$ cat src/rtl/prog_loader_pkg.sv
// rtl/prog_loader_pkg.sv - shared widths, state encoding and state decode helpers for the program loader
//
// Contents:
//   ADDR_W, DATA_W, NIB_W, HDR_NIBBLES  datapath widths and header length
//   state_t                             loader state encoding
//   is_ready_state / is_busy_state      output decodes applied to the next state

package prog_loader_pkg;

    localparam int ADDR_W      = 12;
    localparam int DATA_W      = 8;
    localparam int NIB_W       = 4;
    localparam int HDR_NIBBLES = 3;

    typedef enum logic [3:0] {
        ST_IDLE    = 4'd0,
        ST_HDR     = 4'd1,
        ST_DATA_HI = 4'd2,
        ST_DATA_LO = 4'd3,
        ST_WRITE   = 4'd4,
        ST_CHK_HI  = 4'd5,
        ST_CHK_LO  = 4'd6,
        ST_DONE    = 4'd7,
        ST_ERR     = 4'd8
    } state_t;

    // States in which the loader consumes a nibble from the stream.
    function automatic logic is_ready_state(state_t s);
        return (s == ST_HDR)     || (s == ST_DATA_HI) || (s == ST_DATA_LO) ||
               (s == ST_CHK_HI)  || (s == ST_CHK_LO);
    endfunction

    // A session is in progress from the header through the checksum, WRITE included.
    function automatic logic is_busy_state(state_t s);
        return is_ready_state(s) || (s == ST_WRITE);
    endfunction

endpackage

$ cat src/rtl/prog_loader_if.sv
// rtl/prog_loader_if.sv - nibble stream and program-memory write bus bundle
//
// Signals:
//   nib_data, nib_valid, nib_ready  nibble stream (source -> loader, ready back)
//   mem_addr, mem_wdata, mem_we     program-memory write port (loader -> memory)
// Modports:
//   master  host side: drives the nibble stream, observes the memory writes
//   slave   loader side: consumes nibbles, drives the memory writes

interface prog_loader_if;
    import prog_loader_pkg::*;

    logic [NIB_W-1:0]  nib_data;
    logic              nib_valid;
    logic              nib_ready;
    logic [ADDR_W-1:0] mem_addr;
    logic [DATA_W-1:0] mem_wdata;
    logic              mem_we;

    modport master (
        output nib_data,
        output nib_valid,
        input  nib_ready,
        input  mem_addr,
        input  mem_wdata,
        input  mem_we
    );

    modport slave (
        input  nib_data,
        input  nib_valid,
        output nib_ready,
        output mem_addr,
        output mem_wdata,
        output mem_we
    );

endinterface

$ cat src/rtl/nib_assembler.sv
// rtl/nib_assembler.sv - shift register that assembles accepted nibbles MSB-first into a W-bit word
//
// Ports:
//   clk, reset  clock, asynchronous active-high reset (word -> 0)
//   clear       synchronous clear, wins over load
//   load        shift nib in at the bottom, older nibbles move up
//   nib         incoming nibble
//   word        assembled word

module nib_assembler
    import prog_loader_pkg::*;
#(
    parameter int W = ADDR_W
) (
    input  logic             clk,
    input  logic             reset,
    input  logic             clear,
    input  logic             load,
    input  logic [NIB_W-1:0] nib,
    output logic [W-1:0]     word
);

    always_ff @(posedge clk or posedge reset) begin
        if (reset) begin
            word <= '0;
        end else if (clear) begin
            word <= '0;
        end else if (load) begin
            word <= {word[W-NIB_W-1:0], nib};
        end
    end

endmodule

$ cat src/rtl/prog_loader.sv
// rtl/prog_loader.sv - loads a nibble-serial program image into program memory and releases the core
//
// Ports:
//   clk, reset   clock, asynchronous active-high reset
//   start        one-cycle pulse; starts a session from IDLE, DONE or ERR
//   bus          nibble stream in, program-memory write port out (slave side)
//   cpu_hold     keeps the core in reset everywhere except DONE
//   busy         session in progress (HDR through CHK_LO)
//   done         image loaded with a matching checksum
//   error        image loaded with a mismatching checksum
//
// Stream format: 3 header nibbles giving LAST = byte count - 1, then two
// nibbles per byte (high first), then a two-nibble checksum (high first).

module prog_loader
    import prog_loader_pkg::*;
(
    input  logic          clk,
    input  logic          reset,
    input  logic          start,
    prog_loader_if.slave  bus,
    output logic          cpu_hold,
    output logic          busy,
    output logic          done,
    output logic          error
);

    localparam logic [1:0] HDR_LAST_CNT = 2'(HDR_NIBBLES - 1);

    state_t            state;
    state_t            state_next;
    logic              take;
    logic              session_start;
    logic              hdr_load;
    logic              data_load;
    logic [1:0]        hdr_cnt;
    logic [ADDR_W-1:0] addr;
    logic [ADDR_W-1:0] last;
    logic [DATA_W-1:0] csum;
    logic [DATA_W-1:0] data_word;
    logic [DATA_W-1:0] byte_now;
    logic              unused_data_hi;

    assign take = bus.nib_valid & bus.nib_ready;

    // The byte completes on the edge that accepts its low nibble, so it is
    // formed from the stored high nibble plus the nibble on the bus; this is
    // what gives the one-cycle latency to mem_we and lets CHK_LO decide at once.
    assign byte_now = {data_word[NIB_W-1:0], bus.nib_data};

    // Only the most recent nibble of the data shifter is ever needed.
    assign unused_data_hi = ^data_word[DATA_W-1:NIB_W];

    nib_assembler #(.W(ADDR_W)) u_hdr_asm (
        .clk   (clk),
        .reset (reset),
        .clear (session_start),
        .load  (hdr_load),
        .nib   (bus.nib_data),
        .word  (last)
    );

    nib_assembler #(.W(DATA_W)) u_data_asm (
        .clk   (clk),
        .reset (reset),
        .clear (session_start),
        .load  (data_load),
        .nib   (bus.nib_data),
        .word  (data_word)
    );

    always_comb begin
        state_next    = state;
        session_start = 1'b0;
        hdr_load      = 1'b0;
        data_load     = 1'b0;

        case (state)
            ST_IDLE, ST_DONE, ST_ERR: begin
                if (start) begin
                    session_start = 1'b1;
                    state_next    = ST_HDR;
                end
            end
            ST_HDR: begin
                hdr_load = take;
                if (take && (hdr_cnt == HDR_LAST_CNT)) begin
                    state_next = ST_DATA_HI;
                end
            end
            ST_DATA_HI: begin
                data_load = take;
                if (take) begin
                    state_next = ST_DATA_LO;
                end
            end
            ST_DATA_LO: begin
                data_load = take;
                if (take) begin
                    state_next = ST_WRITE;
                end
            end
            ST_WRITE: begin
                // addr stays at LAST so it never wraps past the final byte
                state_next = (addr == last) ? ST_CHK_HI : ST_DATA_HI;
            end
            ST_CHK_HI: begin
                data_load = take;
                if (take) begin
                    state_next = ST_CHK_LO;
                end
            end
            ST_CHK_LO: begin
                data_load = take;
                if (take) begin
                    state_next = (byte_now == csum) ? ST_DONE : ST_ERR;
                end
            end
            default: begin
                state_next = ST_IDLE;
            end
        endcase
    end

    // Status and handshake outputs are registered from the next state, so
    // each one reflects the current state with no decode after the flops.
    always_ff @(posedge clk or posedge reset) begin
        if (reset) begin
            state         <= ST_IDLE;
            hdr_cnt       <= '0;
            addr          <= '0;
            csum          <= '0;
            bus.nib_ready <= 1'b0;
            bus.mem_we    <= 1'b0;
            bus.mem_addr  <= '0;
            bus.mem_wdata <= '0;
            cpu_hold      <= 1'b1;
            busy          <= 1'b0;
            done          <= 1'b0;
            error         <= 1'b0;
        end else begin
            state <= state_next;

            if (session_start) begin
                hdr_cnt <= '0;
            end else if (hdr_load) begin
                hdr_cnt <= hdr_cnt + 2'd1;
            end

            if (session_start) begin
                addr <= '0;
            end else if ((state == ST_WRITE) && (addr != last)) begin
                addr <= addr + 12'd1;
            end

            if (session_start) begin
                csum <= '0;
            end else if (state == ST_WRITE) begin
                csum <= csum + bus.mem_wdata;
            end

            bus.mem_we <= (state_next == ST_WRITE);
            if (state_next == ST_WRITE) begin
                bus.mem_addr  <= addr;
                bus.mem_wdata <= byte_now;
            end

            bus.nib_ready <= is_ready_state(state_next);
            busy          <= is_busy_state(state_next);
            done          <= (state_next == ST_DONE);
            error         <= (state_next == ST_ERR);
            cpu_hold      <= (state_next != ST_DONE);
        end
    end

endmodule

$ cat src/flat_wrapper.sv
// flat-port wrapper written by rule: the top's interface ports become plain ports
module prog_loader_flat import prog_loader_pkg::*;
  (clk, reset, start, cpu_hold, busy, done, error, bus_nib_data, bus_nib_valid, bus_nib_ready, bus_mem_addr, bus_mem_wdata, bus_mem_we);
  prog_loader_if bus_i ();
  input  logic clk;
  input  logic reset;
  input  logic start;
  output logic cpu_hold;
  output logic busy;
  output logic done;
  output logic error;
  input wire logic [$bits(bus_i.nib_data)-1:0] bus_nib_data;
  input wire logic [$bits(bus_i.nib_valid)-1:0] bus_nib_valid;
  output wire logic [$bits(bus_i.nib_ready)-1:0] bus_nib_ready;
  output wire logic [$bits(bus_i.mem_addr)-1:0] bus_mem_addr;
  output wire logic [$bits(bus_i.mem_wdata)-1:0] bus_mem_wdata;
  output wire logic [$bits(bus_i.mem_we)-1:0] bus_mem_we;
  assign bus_i.nib_data = bus_nib_data;
  assign bus_i.nib_valid = bus_nib_valid;
  assign bus_nib_ready = bus_i.nib_ready;
  assign bus_mem_addr = bus_i.mem_addr;
  assign bus_mem_wdata = bus_i.mem_wdata;
  assign bus_mem_we = bus_i.mem_we;
  prog_loader u_core (.clk(clk), .reset(reset), .start(start), .bus(bus_i), .cpu_hold(cpu_hold), .busy(busy), .done(done), .error(error));
endmodule
$ cat config.mk
export PLATFORM = sky130hd
export DESIGN_NAME = prog_loader_flat
export DESIGN_NICKNAME = d
export VERILOG_FILES = /design/src/rtl/prog_loader_pkg.sv /design/src/rtl/prog_loader_if.sv /design/src/rtl/nib_assembler.sv /design/src/rtl/prog_loader.sv /design/src/flat_wrapper.sv
export SDC_FILE = /design/constraint.sdc
export NUM_CORES = 1
export LEC_CHECK = 0
export ABC_CLOCK_PERIOD_IN_PS = 2410
export CAP_MARGIN = 40
export CORE_MARGIN = 1
export CORE_UTILIZATION = 57
export DETAILED_ROUTE_END_ITERATION = 10
export GPL_TIMING_DRIVEN = 0
export PLACE_DENSITY = 0.79
export SYNTH_ARGS = -nofsm -noshare
export SYNTH_HDL_FRONTEND = slang
export SYNTH_SLANG_ARGS = --single-unit
export TNS_END_PERCENT = 20
$ cat constraint.sdc
create_clock -name clk -period 2.41 [get_ports clk]
set_input_delay 0.482 -clock clk [delete_from_list [all_inputs] [get_ports clk]]
set_output_delay 0.482 -clock clk [all_outputs]
set_load 0.02 [all_outputs]
Word level (Yosys, flattened, before mapping). Index checks and enable logic that the tools add are counted.

Bits of input ports: 8. Bits in writable memories: 0. Latch bits: 0. Memories: 0. Output and inout bits: 26. Register bits: 68. Memory bits (read-only): 0. Logic and storage cells: 76.

Reduce and logical (&&, ||, !) cells: 14. Div/mod/pow operators: 0. Add/subtract/negate cells: 3. Bitwise logic cells: 1. Shift-type cells: 0. Equality and inequality tests: 21. $mul: 0. Mux-type cells: 23. Magnitude comparators: 0.

Operators by type and width (number): 12-bit two-way mux (4); 4-bit two-way mux (9); 4-bit by 3-bit equality test with 1-bit output, second input constant (8); 4-bit case mux with 7 select lines (1); 4-bit by 2-bit equality test with 1-bit output, second input constant (4); 8-bit two-way mux (2); 12-bit by 1-bit adder with 12-bit output, second input constant (1); 12-bit equality test (1); 12-bit inequality test (1); 8-bit adder (1); 4-bit by 1-bit equality test with 1-bit output, second input constant (2); 4-bit equality test, second input constant (2); 8-bit equality test (1); 2-bit nonzero test (4); 1-bit logical OR (5); 4-bit logical NOT (1); 1-bit two-way mux (4); 2-bit two-way mux (2); 4-bit by 3-bit inequality test with 1-bit output, second input constant (1); 4-bit OR reduction (1); 3-bit two-way mux (1); 3-bit OR reduction (1); 2-bit by 1-bit adder with 2-bit output, second input constant (1); 2-bit equality test, second input constant (1); 2 further kinds (3).

Depth between registers and ports, before layout.
Depth in word-level cells: 10. Depth in mapped cells: 9. Mapped depth without buffers: 9.

Cells and area by module. From an unflattened synthesis, not the netlist that was laid out.

Cell total of the unflattened synthesis: 338. Area total of the unflattened synthesis: 3744.8 µm².

By module, submodules not included: prog_loader (seq. area each 1302.5 µm², area each 2931.6 µm², cells an instance 272, times used 1); nib_assembler at u_core.u_hdr_asm (seq. area each 300.3 µm², area each 484.2 µm², cells an instance 39, times used 1); nib_assembler at u_core.u_data_asm (seq. area each 200.2 µm², area each 329.1 µm², cells an instance 27, times used 1).

Worst setup path before layout. No wires, ideal clock.

Kind: register to register. From: reg u_core.addr[2]. To: reg u_core.bus.mem_addr[10]. Setup time: 0.125 ns. Stages on the path, launching flop included: 9. Path buffers: 2. Setup slack: 0.263 ns. Period minus slack after synthesis: 2.147 ns. Data required time: 2.285 ns. Arrival: 2.022 ns. Cells stage by stage: dfrtp_1 buf_2 xor2_1 nor4_4 nand4b_1 a211oi_2 nand4_2 buf_6 mux2_4.

Longest elaborated chain between the ends: 4.

RTL lines: from (decl) (line prog_loader.sv:37) `logic [ADDR_W-1:0] addr;`; from (signal assigned) (line prog_loader.sv:153) `addr <= addr + 12'd1;`; 12-bit equality test (line prog_loader.sv:105) `state_next = (addr == last) ? ST_CHK_HI : ST_DATA_HI;`; 3-bit two-way mux (line prog_loader.sv:105); 4-bit case mux with 7 select lines (line prog_loader.sv:78) `case (state)`; 4-bit by 3-bit equality test with 1-bit output (line prog_loader.sv:163) `if (state_next == ST_WRITE) begin`; to (signal assigned) (line prog_loader.sv:164) `bus.mem_addr <= addr;`; to (decl) (line prog_loader_if.sv:33) `output mem_addr,`.

No other way between the ends. A chain may end at the register's enable or synchronous reset.

Worst setup path in the final report.
From: reg u_core.addr[8]. To: reg u_core.bus.mem_wdata[4].

Longest elaborated chain between the ends: 4.

RTL lines: 12-bit equality test (line prog_loader.sv:105); 3-bit two-way mux (line prog_loader.sv:105); 4-bit case mux with 7 select lines (line prog_loader.sv:78); 4-bit by 3-bit equality test with 1-bit output (line prog_loader.sv:163); to (signal assigned) (line prog_loader.sv:165) `bus.mem_wdata <= byte_now;`; to (decl) (line prog_loader_if.sv:34) `output mem_wdata,`.

No other way between the ends.

==> impl_summary.log <==
INFO  metric synth_top_flop_cell = dfrtp_1
INFO  metric antenna_found_initial = 0
INFO  metric synth_compound_area_share = 10.1%
INFO  metric placed_cells = 451
INFO  metric critical_path_buf_inv_count = 1
INFO  metric grt_overflow = 0
INFO  metric port-buffer-count = 33
INFO  metric setup_slack = -0.0392 ns
INFO  metric syn2layout_area_growth = 26.1%
INFO  metric synth_xor_xnor_area_share = 8.03%
INFO  metric timing.final.hold_violations = 0
INFO  metric synthArstFlopShare = 100%
INFO  metric cpMaxStageDelayCell = dfrtp_2
INFO  metric timing.slew.headroom = 59.8%
INFO  metric netlist_area = 3600 µm²
INFO  metric power_leakage = 2.20 nW
INFO  metric setup_viol = 19
INFO  metric endpoint_kind = flip-flop
INFO  metric synth_simple_gate_area_share = 16.4%
INFO  metric pwr_density = 1300 nW/µm²
INFO  metric critical_path_peak_fanout = 5
INFO  metric dieWidth = 81.4 µm
INFO  metric clock-sinks = 68
INFO  metric period_needed = 2.45 ns
INFO  metric max_cap_viol_count = 0
INFO  metric clock.fmax = 408 MHz
INFO  metric syn_area_per_cell = 10.5 µm²
INFO  metric synth_edf_count = 0
INFO  metric grt_use_met1 = 35.6%
INFO  metric wp_data_required = 2.63 ns
INFO  metric gr-usage-met3 = 3.67%
INFO  metric vias_post_dr = 2872
INFO  metric cts_hold_repair.buffers = 0
INFO  metric fraction_of_layout_instances_using_a_drive_strength_above_1 = 23.4%
INFO  metric stdcell_count = 485
INFO  metric critical_path.cell_chain = xor2_2 -> nor4_4 -> nand4b_1 -> a211oi_4 -> nand4_4 -> clkbuf_16 -> mux2_4
INFO  metric yosys_warnings = 0
INFO  metric worstSetupStartpointType = flip-flop
INFO  metric grt.met2_usage = 41.3%
INFO  metric routed_via_density = 5.92
INFO  metric type_of_the_worst_min_delay_path = flip-flop to flip-flop
INFO  metric core_region_area = 5990 µm²
INFO  metric multi_input_area = 1860 µm²
INFO  metric regArea = 1710 µm²
INFO  metric cts_tree = done
INFO  metric synth.lib_cells_used.distinct = 53
INFO  metric grt_start_max_net_pins = 69
INFO  metric synthesized_net_count = 360
INFO  metric place.gp.congestion = 0.885
INFO  metric drtAntennaViolNets = 0
INFO  metric timing_worst_slew_pin_value = 0.603 ns
INFO  metric cts_buffers = 9
INFO  metric num_io_pins = 34
INFO  metric ff_latch_count_synth = 68
INFO  metric number_of_global_route_vias_before_repair = 2618
INFO  metric yosys.area.top_type_share = 46.6%
INFO  metric status = finished with violations
INFO  metric synth_area_leader_cell = dfrtp_1
INFO  metric clock_path_buffers = 2
INFO  metric setup_repair_after_global_routing_missed_its_margin = true
INFO  metric post_drt_wl_per_cell = 17.5 µm
INFO  metric synth_adder_area_share = 3.69%
INFO  metric ys_seq_area_share = 47.3%
INFO  metric worst_ir_drop_vdd = 883 µV
INFO  metric combinational_family_with_the_most_area_after_synthesis = simple AND/OR/NAND/NOR gates
INFO  metric slew_violations = 0
INFO  metric drt_first_iter_violations = 123
INFO  metric synth.mux.area_fraction = 10.5%
INFO  metric die_area = 6630 µm²
INFO  metric postRouteWirelength = 8470 µm
INFO  metric grt_first_pass_wirelength = 12800 µm
INFO  metric vertical_die_dimension = 81.4 µm
INFO  metric worst_clock_skew = 0.00497 ns
INFO  metric mostFrequentLayoutCells = dfrtp_1, nand2_1, clkdlybuf4s50_1
INFO  metric drcViolationCount = 0
INFO  metric clk-insertion-delay-late = 0.34 ns
INFO  metric fp-row-count = 28
INFO  metric groute.usage.overall = 26.0%
INFO  metric final_nets = 424
INFO  metric post_synth_inst_count = 342
INFO  metric cts-root-buf = clkbuf_8
INFO  metric period_share = 102%
INFO  metric arrival_time_at_the_worst_endpoint = 2.67 ns
INFO  metric layout_commonest_cell = dfrtp_1
INFO  metric setup-tns-final = -0.516 ns
INFO  metric top_usage_layer = met2
INFO  metric initial_core_util = 60.0%
INFO  metric whs = 0.507 ns
INFO  metric clkSlewWorstSetupHoldPaths = 0.07 ns
INFO  metric drt-pass1-iter-count = 4
INFO  metric worst-setup-path-type = flip-flop to flip-flop
INFO  metric timing.critical_path.slowest_cell_delay = 0.45 ns
INFO  metric hpwlAfterDp = 5280 µm
INFO  metric yosys-top-cells-area = dfrtp_1, mux2_4, xor2_1, nand2_1, ha_1
INFO  metric htreeDepth = 3
INFO  metric critPathTopFamily = simple AND/OR/NAND/NOR gates
INFO  metric fillCellCount = 389
INFO  metric failed_checks = negative setup slack
INFO  metric antenna_cells_inserted = 0
power by group:
group | internal (W) | switching [W] | leakage (nW)
clock | 0.000501 | 0.000413 | 0.0935
combinational | 0.00154 | 0.00160 | 1.21
sequential | 0.00151 | 0.000334 | 0.897
worst paths after layout:
| kind | endpoint | slack (ns) | depth (start not counted) | start |
|---|---|---|---|---|
| setup / recovery | u_core.bus.mem_wdata[4] | -0.04 | 7 | u_core.addr[8] |
| hold / removal | u_core.csum[7] | 0.51 | 1 | u_core.csum[7] |
| setup reg to reg | u_core.bus.mem_wdata[4] | -0.04 | 7 | u_core.addr[8] |
| hold reg to reg | u_core.csum[7] | 0.51 | 1 | u_core.csum[7] |
| max in group asynchronous | u_core.cpu_hold | 1.53 | 3 | reset |
| min in group asynchronous | u_core.bus.mem_addr[9] | 0.57 | 3 | reset |
state kept, by name, summed over array words and instances, names as in the netlist:
register                cells
u_core.u_data_asm.word      4
u_core.bus.mem_addr        12
u_core.done                 1
u_core.bus.mem_wdata        8
u_core.addr                12
u_core.bus.mem_we           1
u_core.state                4
u_core.cpu_hold             1
u_core.hdr_cnt              2
u_core.csum                 8
u_core.u_hdr_asm.word      12
u_core.bus.nib_ready        1
u_core.error                1
u_core.busy                 1
metal layers:
metal / part of all wire, % / routed length (µm)
met5: 0 / 0
met2: 49 / 4130
met4: 2.3 / 191
met3: 4.9 / 414
met1: 44 / 3740
synth_stat cells, types with 2 or more instances:
cell and number:
mux2i_1 6, nand2_1 41, nor4_2 3, nand3_1 10, and2_1 3, mux2_4 19
nand4_1 9, o21ai_0 11, or4_1 2, and3_1 4, dfrtp_1 67, a21boi_0 2
nor2b_1 2, mux2_2 3, xor2_1 22, a31oi_1 2, a21oi_1 18, o211ai_1 2
ha_1 9, xnor2_1 11, nor3_1 4, clkbuf_1 9, a211oi_1 4, nor2_1 27
buf_2 6, buf_6 2, or3_1 3, inv_1 15, a21o_1 2
through the flow:
| stage | area, µm² | util (%) | total power [W] | setup slack (ns) |
|---|---|---|---|---|
| after detailed placement | 4050 | 67.6 | 0.00438 | -0.564 |
| after CTS | 4320 | 72.1 | 0.00553 | -0.0186 |
| after global routing | 4530 | 75.7 | 0.00624 | -0.120 |
| after global placement | 4020 | 67.1 | 0.00430 | -0.921 |
| final | 4530 | 75.7 | 0.00590 | -0.0392 |
| after floorplan | 3600 | - | 0.00362 | 0.218 |
timing repair:
item / CTS / global route
buffers inserted: 6 / 12
cloned: 0 / 1
hold endpoints to repair: 0 / 0
setup endpoints to repair: 36 / 53
gates resized for setup: 13 / 29
pin swaps: 8 / 8
worst reg2reg max path: cells and delay by family (launching register included):
family	cells	cell delay (ns)
DFF	1	0.45
AOI/OAI and AO/OA	1	0.33
xor gates and xnor gates	1	0.17
muxes	1	0.29
and+or+nand+nor	3	0.84
buffers and inverters	1	0.25
cells by family after synthesis:
logic type,after synthesis
AOI/OAI and AO/OA,55
xor gates and xnor gates,33
adders and majority gates,10
buffers and inverters,32
DFF,68
muxes,28
and+or+nand+nor,116
area by class of cell:
cell class | instances | share of cell area [%]
buffer | 17 | 2.46
clock buffer | 13 | 3.28
clock inverter | 2 | 0.773
inverter | 15 | 1.30
multi-input combinational | 242 | 40.9
sequential | 68 | 37.7
tap | 75 | 2.07
timing repair buffer | 53 | 11.5
Note: power is estimated with default switching activity, not from simulation.
